### src/rtl/logic_unit_pipe_if.sv
// Valid/ready bundle for logic_unit_pipe: producer side, consumer side and counter control.
// The master drives requests and out_ready; the slave (the pipe) drives results.
interface logic_unit_pipe_if #(
    parameter int W     = 8,
    parameter int CNT_W = 16
);
    logic             in_valid;
    logic             in_ready;
    logic [W-1:0]     a;
    logic [W-1:0]     b;
    logic [2:0]       op;
    logic             out_valid;
    logic             out_ready;
    logic [W-1:0]     y;
    logic             zero;
    logic             ones;
    logic             parity;
    logic [CNT_W-1:0] op_count;
    logic             clr_count;

    modport master (
        output in_valid, a, b, op, out_ready, clr_count,
        input  in_ready, out_valid, y, zero, ones, parity, op_count
    );

    modport slave (
        input  in_valid, a, b, op, out_ready, clr_count,
        output in_ready, out_valid, y, zero, ones, parity, op_count
    );
endinterface

### src/rtl/logic_unit_pipe.sv
// Two-stage bitwise logic unit with result flags and a saturating handshake counter.
// S1 captures operands, S2 computes and registers the result; full throughput with backpressure.
module logic_unit_pipe #(
    parameter int W     = 8,
    parameter int CNT_W = 16
) (
    input logic             clk,
    input logic             rst,
    logic_unit_pipe_if.slave bus
);
    localparam logic [CNT_W-1:0] CNT_MAX = {CNT_W{1'b1}};

    logic             s1_valid_q, s1_valid_d;
    logic [W-1:0]     s1_a_q, s1_a_d;
    logic [W-1:0]     s1_b_q, s1_b_d;
    logic [2:0]       s1_op_q, s1_op_d;
    logic             out_valid_q, out_valid_d;
    logic [W-1:0]     y_q, y_d;
    logic             zero_q, zero_d;
    logic             ones_q, ones_d;
    logic             parity_q, parity_d;
    logic [CNT_W-1:0] cnt_q, cnt_d;

    logic             s2_load, s1_load, in_hs, out_hs;
    logic [W-1:0]     res;

    always_comb begin
        // in_ready depends on out_ready only, never on in_valid
        s2_load = bus.out_ready | ~out_valid_q;
        s1_load = ~s1_valid_q | s2_load;
        in_hs   = bus.in_valid & s1_load;
        out_hs  = out_valid_q & bus.out_ready;

        res = s1_a_q;
        case (s1_op_q)
            3'd0: res = s1_a_q | s1_b_q;
            3'd1: res = s1_a_q & s1_b_q;
            3'd2: res = ~(s1_a_q | s1_b_q);
            3'd3: res = ~(s1_a_q & s1_b_q);
            3'd4: res = ~s1_a_q;
            3'd5: res = s1_a_q ^ s1_b_q;
            3'd6: res = ~(s1_a_q ^ s1_b_q);
            default: res = s1_a_q;
        endcase

        s1_valid_d  = s1_valid_q;
        s1_a_d      = s1_a_q;
        s1_b_d      = s1_b_q;
        s1_op_d     = s1_op_q;
        out_valid_d = out_valid_q;
        y_d         = y_q;
        zero_d      = zero_q;
        ones_d      = ones_q;
        parity_d    = parity_q;
        cnt_d       = cnt_q;

        if (s1_load) s1_valid_d = bus.in_valid;
        if (in_hs) begin
            s1_a_d  = bus.a;
            s1_b_d  = bus.b;
            s1_op_d = bus.op;
        end

        // On a bubble y/flags keep their last value; only out_valid drops
        if (s2_load) begin
            out_valid_d = s1_valid_q;
            if (s1_valid_q) begin
                y_d      = res;
                zero_d   = ~|res;
                ones_d   = &res;
                parity_d = ^res;
            end
        end

        if (bus.clr_count)                 cnt_d = '0;
        else if (out_hs && cnt_q != CNT_MAX) cnt_d = cnt_q + {{(CNT_W-1){1'b0}}, 1'b1};
    end

    always_ff @(posedge clk or posedge rst) begin
        if (rst) begin
            s1_valid_q  <= 1'b0;
            s1_a_q      <= '0;
            s1_b_q      <= '0;
            s1_op_q     <= '0;
            out_valid_q <= 1'b0;
            y_q         <= '0;
            zero_q      <= 1'b1;
            ones_q      <= 1'b0;
            parity_q    <= 1'b0;
            cnt_q       <= '0;
        end else begin
            s1_valid_q  <= s1_valid_d;
            s1_a_q      <= s1_a_d;
            s1_b_q      <= s1_b_d;
            s1_op_q     <= s1_op_d;
            out_valid_q <= out_valid_d;
            y_q         <= y_d;
            zero_q      <= zero_d;
            ones_q      <= ones_d;
            parity_q    <= parity_d;
            cnt_q       <= cnt_d;
        end
    end

    assign bus.in_ready  = s1_load;
    assign bus.out_valid = out_valid_q;
    assign bus.y         = y_q;
    assign bus.zero      = zero_q;
    assign bus.ones      = ones_q;
    assign bus.parity    = parity_q;
    assign bus.op_count  = cnt_q;
endmodule

### src/flat_wrapper.sv
// flat-port wrapper written by rule: the top's interface ports become plain ports
module logic_unit_pipe_flat 
#(
    parameter int W     = 8,
    parameter int CNT_W = 16
)
  (clk, rst, bus_in_valid, bus_a, bus_b, bus_op, bus_out_ready, bus_clr_count, bus_in_ready, bus_out_valid, bus_y, bus_zero, bus_ones, bus_parity, bus_op_count);
  logic_unit_pipe_if #(.W(W), .CNT_W(CNT_W)) bus_i ();
  input logic clk;
  input logic rst;
  input wire logic [$bits(bus_i.in_valid)-1:0] bus_in_valid;
  input wire logic [$bits(bus_i.a)-1:0] bus_a;
  input wire logic [$bits(bus_i.b)-1:0] bus_b;
  input wire logic [$bits(bus_i.op)-1:0] bus_op;
  input wire logic [$bits(bus_i.out_ready)-1:0] bus_out_ready;
  input wire logic [$bits(bus_i.clr_count)-1:0] bus_clr_count;
  output wire logic [$bits(bus_i.in_ready)-1:0] bus_in_ready;
  output wire logic [$bits(bus_i.out_valid)-1:0] bus_out_valid;
  output wire logic [$bits(bus_i.y)-1:0] bus_y;
  output wire logic [$bits(bus_i.zero)-1:0] bus_zero;
  output wire logic [$bits(bus_i.ones)-1:0] bus_ones;
  output wire logic [$bits(bus_i.parity)-1:0] bus_parity;
  output wire logic [$bits(bus_i.op_count)-1:0] bus_op_count;
  assign bus_i.in_valid = bus_in_valid;
  assign bus_i.a = bus_a;
  assign bus_i.b = bus_b;
  assign bus_i.op = bus_op;
  assign bus_i.out_ready = bus_out_ready;
  assign bus_i.clr_count = bus_clr_count;
  assign bus_in_ready = bus_i.in_ready;
  assign bus_out_valid = bus_i.out_valid;
  assign bus_y = bus_i.y;
  assign bus_zero = bus_i.zero;
  assign bus_ones = bus_i.ones;
  assign bus_parity = bus_i.parity;
  assign bus_op_count = bus_i.op_count;
  logic_unit_pipe #(.W(W), .CNT_W(CNT_W)) u_core (.clk(clk), .rst(rst), .bus(bus_i));
endmodule
### config.mk
export PLATFORM = sky130hd
export DESIGN_NAME = logic_unit_pipe_flat
export DESIGN_NICKNAME = d
export VERILOG_FILES = /design/src/rtl/logic_unit_pipe_if.sv /design/src/rtl/logic_unit_pipe.sv /design/src/flat_wrapper.sv
export SDC_FILE = /design/constraint.sdc
export NUM_CORES = 1
export LEC_CHECK = 0
export CORE_ASPECT_RATIO = 0.7
export CORE_UTILIZATION = 63
export CTS_CLUSTER_SIZE = 10
export DETAILED_ROUTE_END_ITERATION = 7
export DONT_BUFFER_PORTS = 1
export PLACE_DENSITY = 0.79
export RECOVER_POWER = 25
export SLEW_MARGIN = 30
export SYNTH_ARGS = -nofsm -noshare
export SYNTH_HDL_FRONTEND = slang
export SYNTH_SLANG_ARGS = --single-unit
### constraint.sdc
create_clock -name clk -period 2.85 [get_ports clk]
set_clock_uncertainty 0.2 [all_clocks]
set_input_delay 0.285 -clock clk [delete_from_list [all_inputs] [get_ports clk]]
set_output_delay 0.285 -clock clk [all_outputs]
set_load 0.02 [all_outputs]
==> flow_metrics.tcl, run 1 <==
set metrics [dict create \
    maxCapViolations 1 \
    drc_errors 0 \
    p_per_area_mw_per_mm2 656 \
    numCtsBuffers 5 \
    fmax_mhz 377 \
    comb_power_share_pct 32.0 \
    power_frac_seq_pct 45.2 \
    drtIter0Drc 121 \
    grt_pass1_vias 1916 \
    dieArea_mm2 0.00487 \
    peakVddDrop_v 0.000449 \
    h-tree-depth 2 \
    grt_max_degree 49 \
    drive_gt1_share_pct 15.9 \
    vias 2072 \
    relSlewSlack_pct -16.9 \
    ios 53 \
    area_growth_pct 14.3 \
    synth_compound_area_share_pct 7.27 \
    startpoint_type "flop" \
    cts.sinks 48 \
    worst_slew_pin_slew_ps 1750 \
    n_antenna_cell 0 \
    drt-total-wl_um 5370 \
    nets 353 \
    power_frac_clock_pct 22.8 \
    min_period_over_period_pct 93.2 \
    dieWidth_um 83.0 \
    gr-usage-met1_pct 32.8 \
    start_util_pct 66.0 \
    antenna_found_initial 0 \
    p_int_mw 1.42 \
    hold_ws_ps 144 \
    setup_violations 0 \
    synth_xor_area_share_pct 7.45 \
    synth_warnings 0 \
    p_sw_share_pct 34.6 \
    power.switching_mw 0.750 \
    portBuffers 0 \
    end_kind "flop" \
    row_count 20 \
    avgRoutedWirePerCell_um 14.8 \
    root_buffer "clkbuf_8" \
    muxShareOfSynthArea_pct 16.4 \
    ys_seq_elements 48 \
    grt-busiest-layer "met2" \
    cts.clk_slew.worst_paths_ps 90 \
    ys_types 39 \
    synth_nets 327 \
    cts_buffer_depth 2 \
    synth_top_family_by_area "multiplexers" \
    hold_viol 0 \
    min_period_ps 2660 \
    synth_fa_ha_area_share_pct 9.52 \
    hp-class "in2reg" \
    grt_use_met2_pct 36.3 \
    viasPerCell 5.71 \
    crit_required_ps 2890 \
    drtAntennaViolNets 0 \
    ys_seq_area_share_pct 41.6 \
    drtPass1Iterations 4 \
    avgSynthCellArea_um2 10.3 \
    cts_tree "done" \
    clkLatencyLatePin_ps 310 \
    grt_overflow_total 0 \
    slew_violations 49 \
    syn_area_mm2 0.00289 \
    worstPathArrival_ps 2690 \
    dp_hpwl_um 3710 \
    met3_usage_pct 5.75 \
    die_h_um 58.7 \
    violations "capacitance limit, slew limit" \
    grt_pass1_wl_um 8870 \
    p_leak_nw 1.55 \
    syn_inst 281 \
    status "complete, but fails checks" \
    worst-path-max-fanout 4 \
    gp_congestion 0.782 \
    timing.setup.tns_ps 0 \
    synth-simple-area-share_pct 12.5 \
    grt_usage_pct 23.5 \
    core_area_mm2 0.00438 \
    worstSetupPathType "reg2reg" \
]
==> area by class of cell <==
| type | count | area (µm²) |
|---|---|---|
| well taps | 55 | 68.8 |
| clock buffers | 5 | 68.8 |
| clock inverters | 3 | 42.5 |
| inverters | 28 | 105 |
| repair buffers | 29 | 275 |
| flip-flops and latches | 48 | 1200 |
| multi-input cells | 195 | 1540 |
| fillers | 308 | 1080 |
==> worst max-delay path, cell delays in order (launching register included) <==
cell      delay, ps
dfrtp_1         400
inv_1            70
ha_1            330
nor2b_1          70
a211oi_1        190
o21ai_0          90
o21ai_0         150
inv_1           100
ha_1            300
xnor2_1         200
xnor2_1         150
xnor3_1         220
o21ai_1         120
==> synthesized netlist by cell type (all sizes together) <==
cell    number  share of area, %
ha          22               9.5
a21oi        5              0.87
nand4        4               1.4
xnor2       14               4.2
o31ai        1              0.26
nor2        19               2.5
mux2i       18               6.2
xnor3        1              0.78
nand2b       3              0.65
nand3b       1              0.26
nor3         5              0.87
o211ai       8               2.1
and3         2              0.43
o21ai       17               2.9
mux2        26                10
inv         28               3.6
nand2       23               3.0
a22o         1              0.30
nand3        6               1.0
dfrtp       47                41
a31oi        1              0.22
nor2b        1              0.22
clkbuf       3              0.39
or3          3              0.82
o211a        1              0.35
and4         3               1.0
and3b        1              0.35
xor2         8               2.4
buf          7               1.3
dfstp        1              0.91
a211oi       1              0.26
==> stage by stage <==
step | power (mW) | utilization [%] | worst slack (ps) | instances | instance area, µm²
after detailed placement | 1.64 | 67.2 | 219 | 330 | 2940
after floorplan | 1.51 | - | 349 | 281 | 2890
after CTS | 2.16 | 75.0 | 186 | 361 | 3290
final | 2.17 | 75.4 | 194 | 363 | 3300
after global placement | 1.61 | 67.2 | 284 | 330 | 2940
after global routing | 2.31 | 75.4 | -1.84 | 363 | 3300
==> timing repair <==
item	CTS	global route
hold endpoints to repair	84	0
buffers inserted	0	2
endpoints found under the setup margin	0	1
resized for setup	0	3
hold buffers	23	0
==> cell usage in the layout, fill, tap and decap left out, types with 2 or more instances in the layout <==
cell | netlist | final
nand2_1 | 23 | 23
nand2b_1 | 3 | 3
ha_1 | 22 | 22
mux2i_1 | 18 | 18
clkbuf_8 | 0 | 5
inv_1 | 27 | 27
xor2_1 | 8 | 8
nor3_1 | 5 | 5
dfrtp_1 | 47 | 46
nand4_1 | 3 | 3
buf_4 | 1 | 6
dlygate4sd3_1 | 0 | 23
xnor2_1 | 14 | 14
nor2_1 | 19 | 19
a21oi_1 | 5 | 5
o21ai_0 | 16 | 15
nand3_1 | 6 | 6
mux2_2 | 26 | 26
or3_1 | 2 | 2
and3_1 | 2 | 2
o211ai_1 | 8 | 8
==> kinds of logic (layout without fill, tap and decap cells) <==
logic type	after synthesis	after routing
xor+xnor	23	23
simple gates	71	71
flops	48	48
compound gates	35	35
buf+inv	38	65
mux	44	44
fa+ha+maj	22	22
==> power groups by stage <==
stage	clock (mW)	sequential (mW)	combinational, mW
6_report	0.493	0.979	0.694
5_1_grt	0.527	0.996	0.786
4_1_cts	0.502	0.977	0.680
3_5_place_dp	0	0.991	0.648
3_3_place_gp	0	0.985	0.625
2_1_floorplan	0	0.944	0.569
==> flip-flops by register name, indices dropped and copies added, names as in the netlist <==
register and cells:
u_core.bus.op_count 16, u_core.bus.y 8, u_core.s1_a_q 8, u_core.s1_b_q 8
u_core.s1_op_q 3, u_core.bus.ones 1, u_core.bus.out_valid 1, u_core.bus.parity 1
u_core.bus.zero 1, u_core.s1_valid_q 1
==> per-layer routing <==
layer | wire (µm) | part of all wire [%]
met3 | 273 | 5.1
met2 | 2400 | 45
met1 | 2620 | 49
met4 | 72 | 1.3
met5 | 0 | 0
==> final timing paths <==
check	from	to	slack (ps)	cells past startpoint
setup / recovery	u_core.s1_a_q[7]	u_core.bus.parity	190	12
hold / removal	bus_out_ready	u_core.bus.op_count[0]	140	4
setup reg to reg	u_core.s1_a_q[7]	u_core.bus.parity	190	12
hold reg to reg	u_core.s1_valid_q	u_core.bus.out_valid	310	1
max in group asynchronous	rst	u_core.s1_op_q[1]	530	2
min in group asynchronous	rst	u_core.bus.y[0]	770	2
Note: power is estimated with default switching activity, not from simulation.
==> run 2, diff against run 1 <==
--- a/config.mk
+++ b/config.mk
@@ -6,11 +6,11 @@
 export NUM_CORES = 1
 export LEC_CHECK = 0
 export CORE_ASPECT_RATIO = 0.7
-export CORE_UTILIZATION = 63
+export CORE_UTILIZATION = 57
 export CTS_CLUSTER_SIZE = 10
 export DETAILED_ROUTE_END_ITERATION = 7
 export DONT_BUFFER_PORTS = 1
-export PLACE_DENSITY = 0.79
+export PLACE_DENSITY = 0.75
 export RECOVER_POWER = 25
 export SLEW_MARGIN = 30
 export SYNTH_ARGS = -nofsm -noshare
==> constraint.sdc (replaced) <==
create_clock -name clk -period 2.3 [get_ports clk]
set_clock_uncertainty 0.2 [all_clocks]
set_input_delay 0.23 -clock clk [delete_from_list [all_inputs] [get_ports clk]]
set_output_delay 0.23 -clock clk [all_outputs]
set_load 0.02 [all_outputs]
==> run 2 against run 1 <==
- the flow finishes with violations (setup timing)
- final cell count rose by 15%
- clock power rose by 28%
- final area rose by 14%
- core utilization rose by 2.5 points
- wire length rose by 19%
- non-clock buffer count rose by 41
- first-iteration DRC count fell by 36%
- combinational power rose by 83%
- sequential power rose by 23%
- sequential cell count did not move
- fmax rose by 1.7%
==> flow_metrics.tcl, run 2 (synthesized netlist as in run 1, its figures left out) <==
set metrics [dict create \
    status "complete, but fails checks" \
    violations "setup timing" \
    p_per_area_mw_per_mm2 822 \
    portBuffers 0 \
    crit_path_frequent_cell "o21ai_1" \
    setup_violations 2 \
    hold_viol 0 \
    hp-start "bus_out_ready" \
    nets 394 \
    largest_reg_flops 16 \
    min_period_ps 2610 \
    rsz0062_at_grt "yes" \
    core_area_mm2 0.00483 \
    worstPathCellList "inv_2 -> ha_4 -> mux2i_2 -> o21ai_1 -> mux2i_1 -> ha_1 -> xnor2_2 -> xnor2_1 -> xnor3_1 -> o21ai_1" \
    numCtsBuffers 5 \
    cts.clk_slew.worst_paths_ps 100 \
    crit_family "adder cells" \
    gp_congestion 0.763 \
    min_period_over_period_pct 114 \
    clkLatencyLatePin_ps 300 \
    relSlewSlack_pct 21.8 \
    grt_pass1_vias 2084 \
    crit_slowest_cell "dfrtp_1" \
    dp_hpwl_um 4190 \
    comb_power_share_pct 40.9 \
    slew_violations 0 \
    r2r_cells 10 \
    n_antenna_cell 0 \
    end_kind "flop" \
    dieArea_mm2 0.00536 \
    drtIter0Drc 78 \
    grt_usage_pct 24.8 \
    root_buffer "clkbuf_8" \
    final_common_cell "dfrtp_1" \
    reg2reg_to "u_core.bus.parity" \
    whs_path_depth 4 \
    grt_pass1_wl_um 9840 \
    drive_gt1_share_pct 31.5 \
    viasPerCell 5.28 \
    worstSetupPathType "reg2reg" \
    ios 53 \
    avgRoutedWirePerCell_um 15.2 \
    crit_required_ps 2320 \
    vias 2209 \
    final.setup.worst_slack_ps -312 \
    grt_overflow_total 0 \
    fmax_mhz 383 \
    drt-total-wl_um 6370 \
    cts_tree "done" \
    peakVddDrop_v 0.000662 \
    startpoint_type "flop" \
    row_count 21 \
    grt_max_degree 49 \
    timing.setup.tns_ps -472 \
    worst-path-max-fanout 3 \
    cp_slowest_stage_delay_ps 400 \
    worst_slew_pin_slew_ps 1170 \
    r2r_start "u_core.s1_a_q[5]" \
    dp_slack_ps -170 \
    reg2reg_slack_ps -310 \
    p_sw_share_pct 35.1 \
    fin_util_pct 77.9 \
    final_cell_mix "dfrtp_1 (47), buf_4 (44), mux2_2 (26)" \
    power_frac_seq_pct 38.7 \
    power.switching_mw 1.09 \
    p_int_mw 2.01 \
    h-tree-depth 2 \
    dieWidth_um 87.1 \
    hp-class "in2reg" \
    worst-path-buf-inv 1 \
    p_leak_nw 1.75 \
    drc_errors 0 \
    antenna_found_initial 0 \
    worstHoldEndpoint "u_core.bus.op_count[0]" \
    drtAntennaViolNets 0 \
    area_growth_pct 30.3 \
    cts_buffer_depth 2 \
    die_h_um 61.6 \
    start_util_pct 59.8 \
    maxCapViolations 0 \
    worstPathArrival_ps 2640 \
    power_frac_clock_pct 20.3 \
    drtPass1Iterations 4 \
    cts.sinks 48 \
]
-- run 2: cell count changes in the layout (fill, tap and decap cells not counted), sizes merged --
| cell | before | now |
|---|---|---|
| clkbuf | 5 | 6 |
| buf | 6 | 46 |
-- run 2: area by class of cell --
class                           count  area [µm²]
Clock buffer                        5        68.8
Inverter                           28         105
Fill cell                         355        1070
Multi-Input combinational cell    195        1660
Clock inverter                      3        46.3
Sequential cell                    48        1200
Timing Repair Buffer               70         597
Tap cell                           69        86.3
-- run 2: worst max path at each step --
stage / to / from / cells after the start
after global routing: u_core.bus.parity / u_core.s1_a_q[5] / 10
after global placement: u_core.bus.parity / u_core.s1_a_q[5] / 10
after floorplan: u_core.bus.parity / u_core.s1_a_q[6] / 13
after detailed placement: u_core.bus.parity / u_core.s1_b_q[5] / 10
final: u_core.bus.parity / u_core.s1_a_q[5] / 10
after CTS: u_core.bus.parity / u_core.s1_b_q[7] / 12
-- run 2: what timing repair did --
item                                    CTS  global route
hold buffers                             23             0
endpoints found under the setup margin    1             3
hold endpoints to repair                 84             0
buffers inserted                         12             1
pin swaps                                 9             6
gates resized for setup                  10            11
cloned                                    0             0
-- run 2: per-stage QoR --
stage	power (mW)	hold WS [ps]	area, µm²	instances
5_1_grt	3.29	94.2	3770	418
2_1_floorplan	1.91	138	2940	281
4_1_cts	3.04	72.9	3740	420
6_report	3.10	81.4	3770	418
3_5_place_dp	2.22	96.8	3260	377
3_3_place_gp	2.17	96.0	3260	377
-- run 2: per-layer routing --
layer  routed length [µm]  global-route usage, %  vias to the layer above
li1                     -                      -                     1089
met2                 2980                   40.7                       55
met4                   78                   7.49                        0
met3                  414                   7.64                        9
met1                 2890                   32.1                     1056
met5                    0                      0                        -
-- run 2: tightest hold or removal path, cell delays in order --
cell and delay, ps:
nand2_1 70, nor2_1 80, xnor2_1 140, nor2_1 40
-- run 2: power groups by stage --
stage / Sequential [mW] / Combinational (mW) / Clock, mW
3_3_place_gp: 1.21 / 0.961 / 0
5_1_grt: 1.22 / 1.39 / 0.670
6_report: 1.20 / 1.27 / 0.630
3_5_place_dp: 1.22 / 1.00 / 0
2_1_floorplan: 1.17 / 0.741 / 0
4_1_cts: 1.20 / 1.20 / 0.643
==> run 3, diff against run 2 <==
--- a/config.mk
+++ b/config.mk
@@ -10,7 +10,7 @@
 export CTS_CLUSTER_SIZE = 10
 export DETAILED_ROUTE_END_ITERATION = 7
 export DONT_BUFFER_PORTS = 1
-export PLACE_DENSITY = 0.75
+export PLACE_DENSITY = 0.85
 export RECOVER_POWER = 25
 export SLEW_MARGIN = 30
 export SYNTH_ARGS = -nofsm -noshare
==> run 3 against run 2 <==
- the run still ends with setup timing left
- core utilization shrank 0.54 points
- combinational power is essentially flat
- global-route usage shrank 0.90 points
- sequential power is essentially flat
- first-iteration DRC count grew 45%
- non-clock buffer count shrank 1
- sequential share of layout area grew 0.22 points
- die area is the same
- wire length shrank 2.8%
- highest routed layer unchanged
==> flow_metrics.tcl, run 3 (synthesized netlist as in run 1, its figures left out) <==
set metrics [dict create \
    cp_slowest_stage_delay_ps 390 \
    timing.setup.tns_ps -245 \
    drtIter0Drc 113 \
    cts.sinks 48 \
    finalInstanceArea_mm2 0.00374 \
    final_common_cell "dfrtp_1" \
    area_growth_pct 29.4 \
    cts_tree "done" \
    final.setup.worst_slack_ps -245 \
    final_cell_mix "dfrtp_1 (47), buf_4 (42), mux2_2 (26)" \
    grt_max_degree 24 \
    drtPass1Iterations 5 \
    peakVddDrop_v 0.000430 \
    fmax_mhz 393 \
    root_buffer "clkbuf_8" \
    wl_met1_um 2850 \
    status "complete, but fails checks" \
    min_period_over_period_pct 111 \
    drtAntennaViolNets 0 \
    gp_congestion 0.790 \
    top_layer_used "met4" \
    rsz0062_at_grt "yes" \
    antenna_found_initial 0 \
    worstPathCellList "inv_2 -> ha_4 -> mux2i_1 -> o21ai_1 -> mux2i_1 -> ha_1 -> xnor2_2 -> xnor2_1 -> xnor3_1 -> o21ai_1" \
    worstSetupPathType "reg2reg" \
    p_sw_share_pct 33.5 \
    grt_usage_pct 23.9 \
    cts_buffer_depth 2 \
    row_count 21 \
    fin_util_pct 77.4 \
    n_fill_cell 333 \
    drc_errors 0 \
    comb_power_share_pct 39.1 \
    worstPathArrival_ps 2560 \
    wl_met3_um 328 \
    end_kind "flop" \
    p_leak_nw 1.76 \
    grt_overflow_total 0 \
    worst-path-max-fanout 3 \
    hold_viol 0 \
    portBuffers 0 \
    power.switching_mw 1.06 \
    power_frac_seq_pct 37.9 \
    viasPerCell 5.26 \
    maxCapViolations 0 \
    h-tree-depth 2 \
    start_util_pct 59.8 \
    hp-class "in2reg" \
    violations "setup timing" \
    drt-total-wl_um 6190 \
    min_period_ps 2550 \
    slew_violations 0 \
    n_antenna_cell 0 \
    startpoint_type "flop" \
    p_int_mw 2.11 \
    post_dp_cell_area_mm2 0.00329 \
    ios 53 \
    p_per_area_mw_per_mm2 847 \
    crit_slowest_cell "dfrtp_1" \
    dieArea_mm2 0.00536 \
    worst_slew_pin_slew_ps 878 \
    die_h_um 61.6 \
    dp.cells 379 \
    clkLatencyLatePin_ps 300 \
    dp_slack_ps -238 \
    numCtsBuffers 5 \
    cts.clk_slew.worst_paths_ps 90 \
    nets 393 \
    vias 2192 \
    grt_pass1_wl_um 9630 \
    drive_gt1_share_pct 28.7 \
    met2WireLength_um 2940 \
    finalNonFillerCells 417 \
    largest_reg_flops 16 \
    hold_ws_ps 114 \
    setup_violations 1 \
    core_area_mm2 0.00483 \
    crit_required_ps 2320 \
    power_frac_clock_pct 22.9 \
    grt_pass1_vias 2115 \
    relSlewSlack_pct 41.5 \
    dieWidth_um 87.1 \
    avgRoutedWirePerCell_um 14.8 \
    power.total_mw 3.17 \
    dp_hpwl_um 4370 \
]
-- run 3: changes by cell type in the layout (fill, tap and decap cells not counted), sizes merged --
| cell | change |
|---|---|
| buf | -2 |
| bufinv | +1 |
| clkbuf | +2 |
| clkinv | -1 |
| clkinvlp | -1 |
-- run 3: cell type report --
type / instances / area [µm²] / share of cell area [%]
Clock buffer: 6 / 72.6 / 1.94
Multi-Input combinational cell: 195 / 1620 / 43.3
Timing Repair Buffer: 69 / 593 / 15.9
Sequential cell: 48 / 1200 / 32.1
Tap cell: 69 / 86.3 / 2.31
Clock inverter: 2 / 60.1 / 1.61
Inverter: 28 / 105 / 2.81
-- run 3: worst paths after layout --
kind / start / to / slack (ps) / depth (start not counted)
min in group asynchronous: rst / u_core.bus.op_count[10] / 260 / 2
max in group asynchronous: rst / u_core.s1_b_q[7] / 420 / 3
max reg2reg: u_core.s1_b_q[4] / u_core.bus.parity / -250 / 10
min reg2reg: u_core.s1_valid_q / u_core.bus.out_valid / 320 / 1
max: u_core.s1_b_q[4] / u_core.bus.parity / -250 / 10
min: bus_out_ready / u_core.bus.op_count[0] / 110 / 4
-- run 3: critical path: cells and delay by family (launching register included) --
kind | cells | cell delay, ps
AOI/OAI and AO/OA | 2 | 200
adders and majority gates | 2 | 580
buffers and inverters | 1 | 60
DFF | 1 | 390
muxes | 2 | 400
xor gates and xnor gates | 3 | 620
-- run 3: power by group through the flow --
stage                     logic (mW)  registers (mW)  clock network [mW]
after floorplan                0.741            1.17                   0
after global placement         0.984            1.21                   0
after detailed placement        1.04            1.22                   0
after CTS                       1.19            1.20               0.728
after global routing            1.35            1.22               0.759
final                           1.24            1.20               0.726
-- run 3: layer usage --
layer / global-route usage (%) / vias to the layer above
met5: 0 / -
li1: - / 1083
met2: 40.2 / 61
met3: 5.36 / 6
met1: 31.5 / 1042
met4: 7.26 / 0
-- run 3: repair_timing --
action / 4_1_cts / 5_1_grt
setup buffers: 4 / 3
endpoints found under the hold margin: 84 / 0
hold buffers: 23 / 0
setup endpoints to repair: 2 / 3
pin swaps: 3 / 3
resized for setup: 5 / 8
